## src/rtl/rf_pkg.sv

```systemverilog
// rf_pkg: shared register-file sizing defaults and the hard-wired zero register address.
package rf_pkg;
  localparam int ADDRSIZE_DEF = 5;
  localparam int WORDSIZE_DEF = 32;
  localparam int REG0 = 0;
endpackage

```

## src/rtl/reg_scoreboard.sv

```systemverilog
// reg_scoreboard: per-register pending-write bits, their population count and a sticky stray-writeback flag.
module reg_scoreboard
  import rf_pkg::*;
#(
  parameter int ADDRSIZE = ADDRSIZE_DEF
) (
  input  logic                   clk,
  input  logic                   rst,
  input  logic                   set_i,
  input  logic [ADDRSIZE-1:0]    set_rd_i,
  input  logic                   wb_valid_i,
  input  logic [ADDRSIZE-1:0]    wb_rd_i,
  output logic [2**ADDRSIZE-1:0] busy_o,
  output logic [ADDRSIZE:0]      busy_cnt_o,
  output logic                   wb_err_o
);
  localparam int N = 2**ADDRSIZE;
  logic [N-1:0] busy_q, busy_d, set_m, clr_m;
  logic [ADDRSIZE:0] cnt_q;
  logic wb_err_q;
  // set is applied after clear so an issue and a writeback to one register leave it busy
  always_comb begin
    set_m = set_i ? N'(1) << set_rd_i : '0;
    clr_m = (wb_valid_i && busy_q[wb_rd_i]) ? N'(1) << wb_rd_i : '0;
    busy_d = ((busy_q & ~clr_m) | set_m) & ~N'(1);
  end
  always_ff @(posedge clk) begin
    busy_q   <= rst ? '0 : busy_d;
    cnt_q    <= rst ? '0 : (ADDRSIZE+1)'($countones(busy_d));
    wb_err_q <= rst ? 1'b0 : wb_err_q | (wb_valid_i && !busy_q[wb_rd_i]);
  end
  assign busy_o     = busy_q;
  assign busy_cnt_o = cnt_q;
  assign wb_err_o   = wb_err_q;
endmodule

```

## src/rtl/operand_fetch.sv

```systemverilog
// operand_fetch: scoreboarded operand read stage with a one-entry output register.
// Define FORWARD_EN to bypass a same-cycle writeback into a waiting source operand.
module operand_fetch
  import rf_pkg::*;
#(
  parameter int ADDRSIZE = ADDRSIZE_DEF,
  parameter int WORDSIZE = WORDSIZE_DEF
) (
  input  logic                clk,
  input  logic                rst,
  input  logic                in_valid,
  output logic                in_ready,
  input  logic [ADDRSIZE-1:0] in_rs1,
  input  logic [ADDRSIZE-1:0] in_rs2,
  input  logic [ADDRSIZE-1:0] in_rd,
  input  logic                in_wen,
  output logic [ADDRSIZE-1:0] rs1,
  output logic [ADDRSIZE-1:0] rs2,
  input  logic [WORDSIZE-1:0] rs1data,
  input  logic [WORDSIZE-1:0] rs2data,
  input  logic                wb_valid,
  input  logic [ADDRSIZE-1:0] wb_rd,
  input  logic [WORDSIZE-1:0] wb_data,
  output logic                out_valid,
  input  logic                out_ready,
  output logic [WORDSIZE-1:0] out_op1,
  output logic [WORDSIZE-1:0] out_op2,
  output logic [ADDRSIZE-1:0] out_rd,
  output logic                out_wen,
  output logic [ADDRSIZE:0]   busy_cnt,
  output logic                wb_err
);
  localparam logic [ADDRSIZE-1:0] R0 = ADDRSIZE'(REG0);
  logic [2**ADDRSIZE-1:0] busy;
  logic fwd1, fwd2, hazard, accept;
  logic valid_q, wen_q;
  logic [WORDSIZE-1:0] op1_q, op2_q, op1_d, op2_d;
  logic [ADDRSIZE-1:0] rd_q;
  assign rs1 = in_rs1;
  assign rs2 = in_rs2;
`ifdef FORWARD_EN
  assign fwd1 = wb_valid && busy[in_rs1] && wb_rd == in_rs1;
  assign fwd2 = wb_valid && busy[in_rs2] && wb_rd == in_rs2;
`else
  assign fwd1 = 1'b0;
  assign fwd2 = 1'b0;
`endif
  // busy[0] is held low, so address 0 never contributes a hazard
  assign hazard = (busy[in_rs1] && !fwd1) || (busy[in_rs2] && !fwd2) || (in_wen && busy[in_rd]);
  assign in_ready = !hazard && (!valid_q || out_ready);
  assign accept = in_valid && in_ready;
  always_comb begin
    op1_d = in_rs1 == R0 ? '0 : fwd1 ? wb_data : rs1data;
    op2_d = in_rs2 == R0 ? '0 : fwd2 ? wb_data : rs2data;
  end
  always_ff @(posedge clk) begin
    if (rst) begin
      valid_q <= 1'b0;
      op1_q   <= '0;
      op2_q   <= '0;
      rd_q    <= '0;
      wen_q   <= 1'b0;
    end else if (accept) begin
      valid_q <= 1'b1;
      op1_q   <= op1_d;
      op2_q   <= op2_d;
      rd_q    <= in_rd;
      wen_q   <= in_wen;
    end else if (out_ready) begin
      valid_q <= 1'b0;
    end
  end
  reg_scoreboard #(.ADDRSIZE(ADDRSIZE)) u_sb (
    .clk       (clk),
    .rst       (rst),
    .set_i     (accept && in_wen && in_rd != R0),
    .set_rd_i  (in_rd),
    .wb_valid_i(wb_valid),
    .wb_rd_i   (wb_rd),
    .busy_o    (busy),
    .busy_cnt_o(busy_cnt),
    .wb_err_o  (wb_err)
  );
  assign out_valid = valid_q;
  assign out_op1   = op1_q;
  assign out_op2   = op2_q;
  assign out_rd    = rd_q;
  assign out_wen   = wen_q;
endmodule
```

## config.mk

```make
export PLATFORM = sky130hd
export DESIGN_NAME = operand_fetch
export DESIGN_NICKNAME = d
export VERILOG_FILES = /design/src/rtl/rf_pkg.sv /design/src/rtl/reg_scoreboard.sv /design/src/rtl/operand_fetch.sv
export SDC_FILE = /design/constraint.sdc
export NUM_CORES = 1
export LEC_CHECK = 0
export ABC_AREA = 1
export CORE_MARGIN = 2
export CORE_UTILIZATION = 40
export CTS_CLUSTER_DIAMETER = 200
export CTS_CLUSTER_SIZE = 10
export DETAILED_ROUTE_END_ITERATION = 6
export PLACE_DENSITY = 0.66
export SETUP_SLACK_MARGIN = 0.3
export SYNTH_ARGS = -nofsm -noshare
export SYNTH_HDL_FRONTEND = slang
export SYNTH_HIERARCHICAL = 1
export SYNTH_SLANG_ARGS = --single-unit
```

## constraint.sdc

```tcl
create_clock -name clk -period 22.6 [get_ports clk]
set_input_delay 4.52 -clock clk [delete_from_list [all_inputs] [get_ports clk]]
set_output_delay 4.52 -clock clk [all_outputs]
set_load 0.005 [all_outputs]
```

==> impl_metrics.csv <==
group,metric,value,unit
global_routing,grt_pass1_vias,7185,
logic_synthesis,async_flop_share,0,
pwr,pwr-share-clk,0.330,
critical_path,critPathArrivalTime,12.61,ns
global_routing,grt_pass1_wl,36500,um
die,die_x,143,um
timing,finalHoldViolations,0,
critical_path,reg2regPathDepth,36,
critical_path,rrSetupSlack,15.10,ns
route,remaining_drc_errors,0,
pwr,ir_worst_vdd,0.0407,mV
global_routing,antenna_found_initial,1,
critical_path,required,22.80,ns
die,coreArea,18800,um^2
route,firstDrtPassIters,5,
min_path,hold_end,"out_wen",
finish,n_fill_cell,1906,
pwr,p_switching,153,uW
logic_synthesis,synthCells,1204,
finish,layout.nets,1487,
pwr,p_int,345,uW
die,num_rows,50,
place,place_congestion,0.851,
clock_network,h-tree-depth,3,
critical_path,crit_path_end_kind,"flip-flop",
logic_synthesis,synth_warnings,6,
pwr,p_comb_frac,0.245,
logic_synthesis,ys_seq_elements,109,
min_path,hold_path_depth,2,
critical_path,critPathMaxStageDelay,1.11,ns
place,dp_hpwl,16800,um
timing,fmaxAchievable,80.6,MHz
finish,layout-drive-gt1-share,0.0549,
critical_path,timing.rr.end,"u_sb/busy_cnt_o[4]",
critical_path,critPathSlowestCell,"clkdlybuf4s50_1",
critical_path,cp_num_buf_inv,9,
timing,max-slew-margin-rel,0.342,
pwr,swShare,0.308,
critical_path,r2r_start,"u_sb/busy_o[9]",
timing,maxSlewViolCount,0,
clock_network,clkSlewWorstSetupHoldPaths,0.08,ns
timing,finalSetupTns,0,ns
clock_network,numCtsBuffers,9,
min_path,holdCritStartpoint,"out_wen",
logic_synthesis,synth_area_leaders,"dfxtp_1 28%, nand2_1 18%, inv_1 7.8%",
clock_network,clockBufferDepth,2,
timing,fin_crit,12.41,ns
place,post-place-ws,9.90,ns
place,place_area,9370,um^2
pwr,power_density,51.5,nW/um^2
timing,setup_ws,10.19,ns
logic_synthesis,synth_edf_count,0,
die,dieArea,20400,um^2
die,ios,211,
logic_synthesis,yosysSeqAreaShare,0.283,
logic_synthesis,syn_area,7700,um^2
route,post_drt_wl_per_cell,14.7,um
timing,min_period_over_period,0.549,
timing,setup_viol,0,
clock_network,clock-sinks,109,
flow_run,drv_cap,0,
route,wl,23000,um
critical_path,crit_top_cell,"inv_1",
finish,syn_to_final_growth,25.7,%
global_routing,grt_usage,0.226,
logic_synthesis,yosys.area.top_type_share,0.283,
critical_path,critPathTopFamily,"adder cells",
finish,final_util,0.516,
clock_network,cts_hold_buffers,0,
route,via_per_inst,4.98,
die,dieHeight,143,um
timing,worst_hold_slack,0.470,ns
die,initial_utilization,0.410,
logic_synthesis,yosysTopAreaCell,"dfxtp_1",
clock_network,post_cts_resized,0,
global_routing,gr-total-overflow,0,
route,drt_iter0_markers,468,
finish,register_area,2180,um^2
clock_network,clk-insertion-delay-late,0.37,ns
route,ant_nets,0,
timing,worst_slew_pin_slew,0.987,ns
timing,rsz0062_at_grt,"no",
route,num_vias,7787,
min_path,hold_path_class,"reg2reg",
finish,multi_input_area,4420,um^2
logic_synthesis,syn-num-nets,1367,
clock_network,cts_tree,"yes",
critical_path,critPathLaunchType,"input port",
clock_network,clockRootBuffer,"clkbuf_16",
pwr,p_seq_frac,0.425,
critical_path,path_class,"in2reg",
critical_path,cp_max_fo,31,
place,port_buffers,178,
logic_synthesis,synth.avg_cell_area,6.40,um^2
timing,fin_skew,0.0151,ns
run_status,status,"finished clean",
logic_synthesis,ys_types,36,
logic_synthesis,synthFlopType,"dfxtp_1",
finish,design_area,9680,um^2
global_routing,grt_max_degree,83,
clock_network,post-cts-setup-buffers,0,
pwr,leakage,0.00457,uW
[cells by family after synthesis]
logic type,after synthesis,synth area share
AO/OA/AOI/OAI,167,0.123
XOR/XNOR,3,0.00341
adder cells (fa/ha/maj),41,0.0871
buffers and inverters,245,0.143
flip-flops,109,0.283
other,1,0.000487
AND/OR/NAND/NOR,638,0.359
[power groups by stage]
stage,combinational [uW],clock [uW],sequential (uW)
5_1_grt,136,176,213
4_1_cts,123,168,212
3_5_place_dp,122,0,216
6_report,122,164,212
3_3_place_gp,121,0,216
2_1_floorplan,65.0,0,217
[final cells by class]
cell class | count | share of cell area
Clock buffer | 10 | 0.0247
Sequential cell | 109 | 0.226
Timing Repair Buffer | 187 | 0.191
Inverter | 167 | 0.0653
Clock inverter | 6 | 0.00621
Tap cell | 234 | 0.0303
Antenna cell | 1 | 0.000259
Multi-Input combinational cell | 850 | 0.457
[stage by stage]
stage,std cells,power (uW)
after floorplan,1204,282
after global placement,1547,337
after detailed placement,1547,338
after CTS,1563,502
after global routing,1564,525
final,1564,498
[state kept, by name, indices dropped and copies added, names as in the netlist]
register,cells
u_sb/busy_cnt_o,6
out_op1,32
u_sb/busy_o,31
out_wen,1
out_valid,1
out_rd,5
u_sb/wb_err_o,1
out_op2,32
[layer usage]
layer,wire length (um),global-route usage,vias to the layer above
li1,-,-,4011
met1,9960,0.289,3513
met2,10800,0.369,215
met3,1350,0.0412,48
met4,894,0.104,0
met5,0,0,-
[worst max path at each step]
stage	startpoint	endpoint	slack, ns	cells past startpoint
4_1_cts	in_rs1[0]	u_sb/busy_cnt_o[4]	10.22	36
5_1_grt	in_rs1[0]	u_sb/busy_cnt_o[4]	9.59	36
6_report	in_rs1[0]	u_sb/busy_cnt_o[4]	10.19	36
3_3_place_gp	in_rs1[0]	u_sb/busy_cnt_o[4]	9.86	36
2_1_floorplan	in_rs2[0]	u_sb/busy_cnt_o[4]	11.51	38
3_5_place_dp	in_rs1[0]	u_sb/busy_cnt_o[4]	9.90	36
[tightest hold or removal path, stage by stage, from the launching register on]
cell	delay, ns
dfxtp_1	0.32
nand2_1	0.06
a21oi_1	0.05
[cells in the mapped netlist (3+ instances only)]
master / count
ha_1: 20
o211ai_1: 8
nor2_1: 124
nand2_1: 376
o21ai_1: 3
fa_1: 21
nor4_1: 7
buf_2: 19
buf_4: 15
nand3_1: 76
o21ai_0: 18
a21oi_1: 108
a21oi_2: 14
clkbuf_1: 27
dfxtp_1: 109
or2_2: 3
nor3_1: 7
a21boi_1: 14
buf_6: 13
nand4_2: 14
nand4_1: 20
inv_1: 159
inv_2: 4
nand3_2: 5
buf_1: 4
[layout by cell type (no fill, tap or decap), drive strengths merged]
master         synthesis  routed
nand2                377     377
ha                    20      20
conb                   1       1
nor3b                  1       1
nor2                 125     125
a21oi                122     122
o21ai                 21      21
dfxtp                109     109
and2                   1       1
inv                  165     171
xor2                   1       1
clkinv                 2       2
nor3                   7       7
fa                    21      21
nor4                   7       7
diode                  0       1
clkdlybuf4s50          0     177
xnor2                  2       2
a21boi                16      16
o211ai                 8       8
buf                   51      10
nand3                 83      83
clkbuf                27      10
nand4                 34      34
or2                    3       3
Power figures use the tool's default switching activity.
==> patch, RTL diff (config.mk and constraints unchanged) <==
Set the package constant `ADDRSIZE_DEF` to 4 (it was 5).
--- a/src/rtl/rf_pkg.sv
+++ b/src/rtl/rf_pkg.sv
@@ -1,5 +1,5 @@
 // rf_pkg: shared register-file sizing defaults and the hard-wired zero register address.
 package rf_pkg;
-  localparam int ADDRSIZE_DEF = 5;
+  localparam int ADDRSIZE_DEF = 4;
   localparam int WORDSIZE_DEF = 32;
   localparam int REG0 = 0;
Interface: changed (8 resized); port bits go from 211 to 203. No check against the original RTL was run, so the function may have changed too.
==> patch against the unedited design <==
- synthesized area is 29% lower
- largest power group unchanged
- wire length is 34% lower
- utilization is 4.2 points higher
- setup slack better by 0.69 ns
- count of clock-buffer cells in the layout is 1 higher
- sequential cell count is 18 lower
- combinational power is 13% lower
- power is 11% lower
- cell area is 24% lower
==> patch: results (changes against the unedited design) <==
[setup_path]
cp-startpoint=in_rd[0]
rrSetupSlack_ns=16.26  ; +1.16 ns
worst_path_largest_cell_delay_ns=0.91  ; -0.20 ns
crit_path_max_fanout=18  ; -42%
cp_top_family=buffers and inverters

[route]
wl_per_cell_um=12.90  ; -12%
first_iter_violations=341  ; -27%
dr_wl_met2_um=7035  ; -35%
wl_met3_um=821  ; -39%
via_count=5405  ; -31%

[clocking]
worstSkewPairLatency_ns=0.35  ; -0.02 ns

[global_route]
grt_usage=0.2172  ; -0.008526
antenna_found_initial=0  ; -1
grt_first_pass_wirelength_um=25220  ; -31%
grt_max_degree=70  ; -16%
grt_pass1_vias=5047  ; -30%

[synthesis]
yosysSeqAreaShare=0.3351  ; +0.05170
netlist_top_cells_count=nand2_1 (264), inv_1 (139), nor2_1 (115)
synth_area_leaders=dfxtp_1 (34%), nand2_1 (18%), inv_1 (9.6%), nor2_1 (7.9%), a21oi_1 (5.8%)

[pwr]
p_comb_mw=0.106  ; -13%
ir_drop_mv=0.03500  ; -14%
p_sw_frac=0.2826  ; -0.02494

[timing]
hold_ws_ns=0.4580  ; -0.01219 ns

[run_status]
status=finished clean

[layout]
nNetsFinal=1130  ; -24%
fillCellCount=1387  ; -27%
drive_gt1_frac=0.05484  ; -0.00009302

[worst_hold_path]
min-delay-start=u_sb/wb_err_o
whs_endpoint=u_sb/wb_err_o

[place]
place_area_sq_mm=0.007081  ; -24%
port_buffers=170  ; -4.5%

[patch: cell types whose count changed in the layout (fill, tap and decap cells not counted), moves of 15 or more]
cell	delta
nand3_1	-38
inv_1	-20
a21oi_1	-45
o21ai_0	-17
ha_1	-15
nor3_1	+16
nand2_1	-112
dfxtp_1	-18
[patch: cells by family (layout without fill, tap and decap cells)]
kind of cell / Yosys count / in the layout / share of synthesized area
AOI/OAI and AO/OA: 87 / 87 / 0.09252
xor gates and xnor gates: 1 / 1 / 0.001611
adders and majority gates: 14 / 14 / 0.04465
buffers and inverters: 197 / 337 / 0.1595
DFF: 91 / 91 / 0.3351
other: 1 / 1 / 0.0006898
and+or+nand+nor: 472 / 472 / 0.3659
[patch: cell type report]
cell class              instances  area (sq um)  area share
clock buffers                  11         242.7     0.03288
clock inverters                 5         60.06    0.008134
inverters                     147         559.3     0.07575
multi-input cells             575          2748      0.3721
flip-flops and latches         91          1822      0.2467
well taps                     176         220.2     0.02983
repair buffers                174          1732      0.2345
